===== src/rtl/div_pkg.sv =====
// rtl/div_pkg.sv - shared types and constants for the shared-divider sequencer
package div_pkg;

    localparam int DIV_W = 4;
    localparam logic [DIV_W-1:0] DIV_ZERO_Q = 4'hF;

    typedef enum logic [1:0] {
        ST_IDLE  = 2'd0,
        ST_ISSUE = 2'd1,
        ST_RESP  = 2'd2
    } div_state_e;

endpackage


===== src/rtl/div_rr_arbiter.sv =====
// rtl/div_rr_arbiter.sv - combinational round-robin picker, searching upward from rr_ptr_i with wrap
module div_rr_arbiter #(
    parameter int NUM_REQ = 4
) (
    input  logic [NUM_REQ-1:0]         req_i,
    input  logic [$clog2(NUM_REQ)-1:0] rr_ptr_i,
    input  logic                       en_i,
    output logic [NUM_REQ-1:0]         gnt_o,
    output logic [$clog2(NUM_REQ)-1:0] gnt_idx_o,
    output logic                       any_gnt_o
);

    localparam int PTR_W = $clog2(NUM_REQ);

    logic [PTR_W-1:0] idx;

    always_comb begin
        gnt_o     = '0;
        gnt_idx_o = '0;
        any_gnt_o = 1'b0;
        idx       = '0;
        if (en_i) begin
            for (int k = 0; k < NUM_REQ; k++) begin
                idx = PTR_W'((int'(rr_ptr_i) + k) % NUM_REQ);
                if (!any_gnt_o && req_i[idx]) begin
                    any_gnt_o  = 1'b1;
                    gnt_o[idx] = 1'b1;
                    gnt_idx_o  = idx;
                end
            end
        end
    end

endmodule


===== src/rtl/div_share_ctrl.sv =====
// rtl/div_share_ctrl.sv - shares one 4-bit divider between NUM_REQ requesters; DIV_SHARE_ZERO_BYPASS_EN answers x/0 without the divider
module div_share_ctrl
    import div_pkg::*;
#(
    parameter int NUM_REQ       = 4,
    parameter int ID_W          = 2,
    parameter int SETTLE_CYCLES = 1
) (
    input  logic                     clk,
    input  logic                     rst_n,
    input  logic [NUM_REQ-1:0]       req_valid,
    input  logic [DIV_W*NUM_REQ-1:0] req_a,
    input  logic [DIV_W*NUM_REQ-1:0] req_b,
    output logic [NUM_REQ-1:0]       req_ready,
    output logic                     rsp_valid,
    input  logic                     rsp_ready,
    output logic [ID_W-1:0]          rsp_id,
    output logic [DIV_W-1:0]         rsp_q,
    output logic [DIV_W-1:0]         rsp_r,
    output logic                     rsp_err,
    output logic [DIV_W-1:0]         div_a,
    output logic [DIV_W-1:0]         div_b,
    input  logic [DIV_W-1:0]         div_q,
    input  logic [DIV_W-1:0]         div_r,
    input  logic                     div_err
);

    localparam int PTR_W = $clog2(NUM_REQ);

    localparam logic [1:0] IDLE  = ST_IDLE;
    localparam logic [1:0] ISSUE = ST_ISSUE;
    localparam logic [1:0] RESP  = ST_RESP;

    logic [1:0]       state_q,     state_d;
    logic [PTR_W-1:0] rr_ptr_q,    rr_ptr_d;
    logic [2:0]       cnt_q,       cnt_d;
    logic [DIV_W-1:0] div_a_q,     div_a_d;
    logic [DIV_W-1:0] div_b_q,     div_b_d;
    logic             rsp_valid_q, rsp_valid_d;
    logic [ID_W-1:0]  rsp_id_q,    rsp_id_d;
    logic [DIV_W-1:0] rsp_q_q,     rsp_q_d;
    logic [DIV_W-1:0] rsp_r_q,     rsp_r_d;
    logic             rsp_err_q,   rsp_err_d;

    logic [NUM_REQ-1:0] gnt_oh;
    logic [PTR_W-1:0]   gnt_idx;
    logic               any_gnt;
    logic [DIV_W-1:0]   gnt_a;
    logic [DIV_W-1:0]   gnt_b;

    // Gating with rst_n keeps req_ready low while reset is held, even with requests pending.
    div_rr_arbiter #(.NUM_REQ(NUM_REQ)) u_arb (
        .req_i     (req_valid),
        .rr_ptr_i  (rr_ptr_q),
        .en_i      ((state_q == IDLE) && rst_n),
        .gnt_o     (gnt_oh),
        .gnt_idx_o (gnt_idx),
        .any_gnt_o (any_gnt)
    );

    assign gnt_a = req_a[int'(gnt_idx)*DIV_W +: DIV_W];
    assign gnt_b = req_b[int'(gnt_idx)*DIV_W +: DIV_W];

    always_comb begin
        state_d     = state_q;
        rr_ptr_d    = rr_ptr_q;
        cnt_d       = cnt_q;
        div_a_d     = div_a_q;
        div_b_d     = div_b_q;
        rsp_valid_d = rsp_valid_q;
        rsp_id_d    = rsp_id_q;
        rsp_q_d     = rsp_q_q;
        rsp_r_d     = rsp_r_q;
        rsp_err_d   = rsp_err_q;
        case (state_q)
            IDLE: begin
                if (any_gnt) begin
                    rr_ptr_d = (gnt_idx == PTR_W'(NUM_REQ - 1)) ? '0 : gnt_idx + 1'b1;
                    rsp_id_d = ID_W'(gnt_idx);
`ifdef DIV_SHARE_ZERO_BYPASS_EN
                    if (gnt_b == '0) begin
                        rsp_q_d     = DIV_ZERO_Q;
                        rsp_r_d     = gnt_a;
                        rsp_err_d   = 1'b1;
                        rsp_valid_d = 1'b1;
                        state_d     = RESP;
                    end else begin
                        div_a_d = gnt_a;
                        div_b_d = gnt_b;
                        cnt_d   = 3'(SETTLE_CYCLES - 1);
                        state_d = ISSUE;
                    end
`else
                    div_a_d = gnt_a;
                    div_b_d = gnt_b;
                    cnt_d   = 3'(SETTLE_CYCLES - 1);
                    state_d = ISSUE;
`endif
                end
            end
            ISSUE: begin
                if (cnt_q != 3'd0) begin
                    cnt_d = cnt_q - 3'd1;
                end else begin
                    rsp_q_d     = div_q;
                    rsp_r_d     = div_r;
                    rsp_err_d   = div_err;
                    rsp_valid_d = 1'b1;
                    state_d     = RESP;
                end
            end
            RESP: begin
                if (rsp_ready) begin
                    rsp_valid_d = 1'b0;
                    state_d     = IDLE;
                end
            end
            default: state_d = IDLE;
        endcase
    end

    always_ff @(posedge clk or negedge rst_n) begin
        if (!rst_n) begin
            state_q     <= IDLE;
            rr_ptr_q    <= '0;
            cnt_q       <= '0;
            div_a_q     <= '0;
            div_b_q     <= '0;
            rsp_valid_q <= 1'b0;
            rsp_id_q    <= '0;
            rsp_q_q     <= '0;
            rsp_r_q     <= '0;
            rsp_err_q   <= 1'b0;
        end else begin
            state_q     <= state_d;
            rr_ptr_q    <= rr_ptr_d;
            cnt_q       <= cnt_d;
            div_a_q     <= div_a_d;
            div_b_q     <= div_b_d;
            rsp_valid_q <= rsp_valid_d;
            rsp_id_q    <= rsp_id_d;
            rsp_q_q     <= rsp_q_d;
            rsp_r_q     <= rsp_r_d;
            rsp_err_q   <= rsp_err_d;
        end
    end

    assign req_ready = gnt_oh;
    assign rsp_valid = rsp_valid_q;
    assign rsp_id    = rsp_id_q;
    assign rsp_q     = rsp_q_q;
    assign rsp_r     = rsp_r_q;
    assign rsp_err   = rsp_err_q;
    assign div_a     = div_a_q;
    assign div_b     = div_b_q;

endmodule


===== config.mk =====
export PLATFORM = sky130hd
export DESIGN_NAME = div_share_ctrl
export DESIGN_NICKNAME = d
export VERILOG_FILES = /design/src/rtl/div_pkg.sv /design/src/rtl/div_rr_arbiter.sv /design/src/rtl/div_share_ctrl.sv
export SDC_FILE = /design/constraint.sdc
export NUM_CORES = 1
export LEC_CHECK = 0
export ABC_AREA = 1
export BUFFER_PORTS_ARGS = -buffer_cell sky130_fd_sc_hd__buf_2
export CAP_MARGIN = 20
export CORE_MARGIN = 4
export CORE_UTILIZATION = 40
export DETAILED_ROUTE_END_ITERATION = 6
export GPL_ROUTABILITY_DRIVEN = 1
export PLACE_DENSITY = 0.73
export RECOVER_POWER = 100
export SYNTH_ARGS = -nofsm -noshare
export SYNTH_HDL_FRONTEND = slang
export SYNTH_SLANG_ARGS = --single-unit

===== constraint.sdc =====
create_clock -name clk -period 3 [get_ports clk]
set_input_delay 0.6 -clock clk [delete_from_list [all_inputs] [get_ports clk]]
set_output_delay 0.6 -clock clk [all_outputs]
set_load 0.02 [all_outputs]

==> impl_metrics.yaml <==
status:
  status: "complete, no violations"
setup_path:
  critPathLaunchType: "flip-flop"
  crit_family: "buffers and inverters"
  cp.required_ns: 2.40
  path_buf_inv: 4
  worstSetupPathType: "flip-flop to output port"
  worstPathCellList: "clkinvlp_4 -> ha_4 -> inv_1 -> nand3_1 -> nand2_2 -> nor2_2 -> nand2_1 -> o21ai_0 -> a31oi_1 -> o21ai_0 -> nand2_1 -> inv_1 -> clkbuf_1"
  endpoint_kind: "output port"
  crit_arrival_ns: 2.18
  slowest_stage: "dfrtp_2"
  cp_max_fo: 4
  slowest_delay_ns: 0.41
synth:
  syn_area_um2: 2070
  synth_edf_count: 0
  synthTopCellsByArea: "dfrtp_1 (33%), nand2_1 (14%), inv_1 (8.9%)"
  yosysTopAreaCell: "dfrtp_1"
  yosys-top-cells-count: "nand2_1 (77), inv_1 (49), nand3_1 (35), dfrtp_1 (27), nand2_2 (11)"
  yosysMostFrequentCell: "nand2_1"
  yosys_warnings: 0
  async_flop_share_pct: 100
  synth_top_flop_cell: "dfrtp_1"
  synth_nets: 343
  avgSynthCellArea_um2: 7.25
  synth_cells: 285
  ys_ff_latch: 27
  netlist.area_leader.share_pct: 32.7
  synth.distinct_cells: 32
  seq_area_frac_synth_pct: 32.7
clocking:
  insertion_delay_ns: 0.27
  cts_root_buffer: "clkbuf_8"
  cts_buffers: 3
  clkSinkCount: 27
  path_clk_slew_ns: 0.09
  cts_hold_buf: 0
  cts_max_path_buffers: 2
  cts_tree: "yes"
  htreeDepth: 1
detailed_routing:
  vias: 1988
  routed_wl_mm: 4.80
  drc: 0
  drt-vias-per-instance: 4.69
  drt-wirelength-per-cell_um: 11.3
  ant_nets: 0
  drt_iter0_markers: 76
  drt_first_pass_iters: 4
timing:
  relSlewSlack_pct: 10.0
  final.period_utilization_pct: 92.6
  finalSetupTns_ns: 0
  rsz0062_at_grt: "false"
  worstMarginPinSlew_ns: 1.35
  hold_viol: 0
  finClkSkew_ns: 0.00792
  fmax_mhz: 360
  hold-worst-slack_ns: 0.484
  setup_viol: 0
  maxSlewViolCount: 0
  fin_crit_ns: 2.78
global_route:
  antenna_found_initial: 0
  grt_pass1_wl_mm: 7.94
  grt_max_degree: 28
  grt-ovfl-total: 0
  first_global_vias: 1871
  grt.total_usage_pct: 15.1
die:
  fp.coreArea_um2: 4850
  fp.dieH_um: 79.9
  initial_core_util_pct: 42.6
  dieArea_um2: 6380
  chipWidth_um: 79.9
  io_pins: 72
  row_count: 25
power_and_ir_drop:
  vdd_ir_drop_max_mv: 0.413
  power-per-cell-area_nw_per_um2: 1030
  p_leak_nw: 1.43
finish:
  diodes: 0
  design_area_um2: 2520
  syn_to_final_growth_pct: 21.7
  drive_gt1_share_pct: 26.9
  seq_area_um2: 678
  nFillCells: 489
  multi_input_area_um2: 1120
  nNetsFinal: 416
run:
  maxCapViolCount: 0
place:
  place.port_buffers: 71
  dp_hpwl_mm: 3.75
  place_congestion: 0.851
  dpl_cell_area_um2: 2450
worst_hold_path:
  hold_class: "flip-flop to flip-flop"
-- routing by layer --
| layer | global-route usage, % | share of wire (%) | vias up | wire length (um) |
|---|---|---|---|---|
| met1 | 17.8 | 43 | 902 | 2040 |
| met5 | 0 | 0 | - | 0 |
| met3 | 2.37 | 4.9 | 6 | 237 |
| li1 | - | - | 1027 | - |
| met2 | 27.9 | 51 | 53 | 2440 |
| met4 | 4.56 | 1.7 | 0 | 80 |
-- layout make-up --
type,instances,share of cell area [%]
well taps,67,3.33
flip-flops and latches,27,27.0
clock inverters,1,0.199
inverters,54,8.50
multi-input cells,194,44.4
repair buffers,78,15.0
clock buffers,3,1.64
-- power by group --
| group | internal [mW] | switching (mW) | total [mW] | leakage [nW] |
|---|---|---|---|---|
| Clock | 0.0927 | 0.103 | 0.196 | 0.0255 |
| Sequential | 0.540 | 0.107 | 0.647 | 0.326 |
| Combinational | 0.587 | 1.16 | 1.74 | 1.08 |
-- sequential cells by signal, summed over array words and instances, names as in the netlist, 2 cells and up --
signal,count
rsp_id,2
rsp_r,4
state_q,2
div_a,4
rr_ptr_q,2
rsp_q,4
cnt_q,3
div_b,4
-- worst paths after layout --
| check | start | to | slack, ns | cells past startpoint |
|---|---|---|---|---|
| hold / removal | rsp_id[1]$_DFFE_PN0P_ | rsp_id[1]$_DFFE_PN0P_ | 0.48 | 2 |
| min in group asynchronous | rst_n | state_q[1]$_DFFE_PN0P_ | 0.72 | 2 |
| setup / recovery | rr_ptr_q[1]$_DFFE_PN0P_ | req_ready[2] | 0.22 | 13 |
| setup reg to reg | rr_ptr_q[0]$_DFFE_PN0P_ | rr_ptr_q[1]$_DFFE_PN0P_ | 0.28 | 13 |
| hold reg to reg | rsp_id[1]$_DFFE_PN0P_ | rsp_id[1]$_DFFE_PN0P_ | 0.48 | 2 |
| max in group asynchronous | rst_n | rr_ptr_q[1]$_DFFE_PN0P_ | 1.39 | 2 |
-- what timing repair did --
action | in CTS | in global routing
setup buffers | 0 | 4
setup endpoints to repair | 4 | 4
pin swaps | 0 | 0
resized for setup | 2 | 5
-- logic make-up (layout without fill, tap and decap cells) --
family / count (synthesis) / in the layout / synth area share, %
xor gates and xnor gates: 1 / 1 / 0.424
and+or+nand+nor: 150 / 150 / 35.6
adders and majority gates: 10 / 10 / 6.05
DFF: 27 / 27 / 32.7
muxes: 9 / 9 / 4.90
AOI/OAI and AO/OA: 24 / 24 / 6.30
buffers and inverters: 64 / 136 / 14.0
-- worst register-to-register path, stage by stage (launching register included) --
cell,delay (ns)
dfrtp_2,0.48
inv_8,0.13
ha_4,0.23
inv_1,0.11
nand3_1,0.10
nand2_2,0.11
nand4_2,0.09
nand2_1,0.31
inv_1,0.30
nand2_4,0.26
inv_1,0.09
ha_1,0.28
nand2_1,0.06
o21ai_1,0.05
-- layout by cell type (no fill, tap or decap), types with 5 or more instances in the layout --
| cell type | n |
|---|---|
| nand2_2 | 9 |
| inv_1 | 50 |
| nand2_4 | 5 |
| mux2_2 | 9 |
| o21ai_1 | 7 |
| nor2_1 | 7 |
| buf_4 | 6 |
| buf_2 | 49 |
| o21ai_0 | 9 |
| dfrtp_1 | 25 |
| nand2_1 | 79 |
| ha_1 | 9 |
| nand3b_1 | 5 |
| nand3_1 | 35 |
| clkbuf_1 | 22 |
-- through the flow --
step / power [mW] / instances / setup WS [ns] / util [%]
after CTS: 2.57 / 420 / 0.0527 / 51.5
after global routing: 2.85 / 424 / 0.0371 / 51.9
after floorplan: 2.00 / 285 / 0.585 / -
final: 2.59 / 424 / 0.223 / 51.9
after global placement: 2.34 / 416 / 0.304 / 50.5
after detailed placement: 2.37 / 416 / 0.233 / 50.5
No activity file was read; power rests on OpenSTA's default activity.
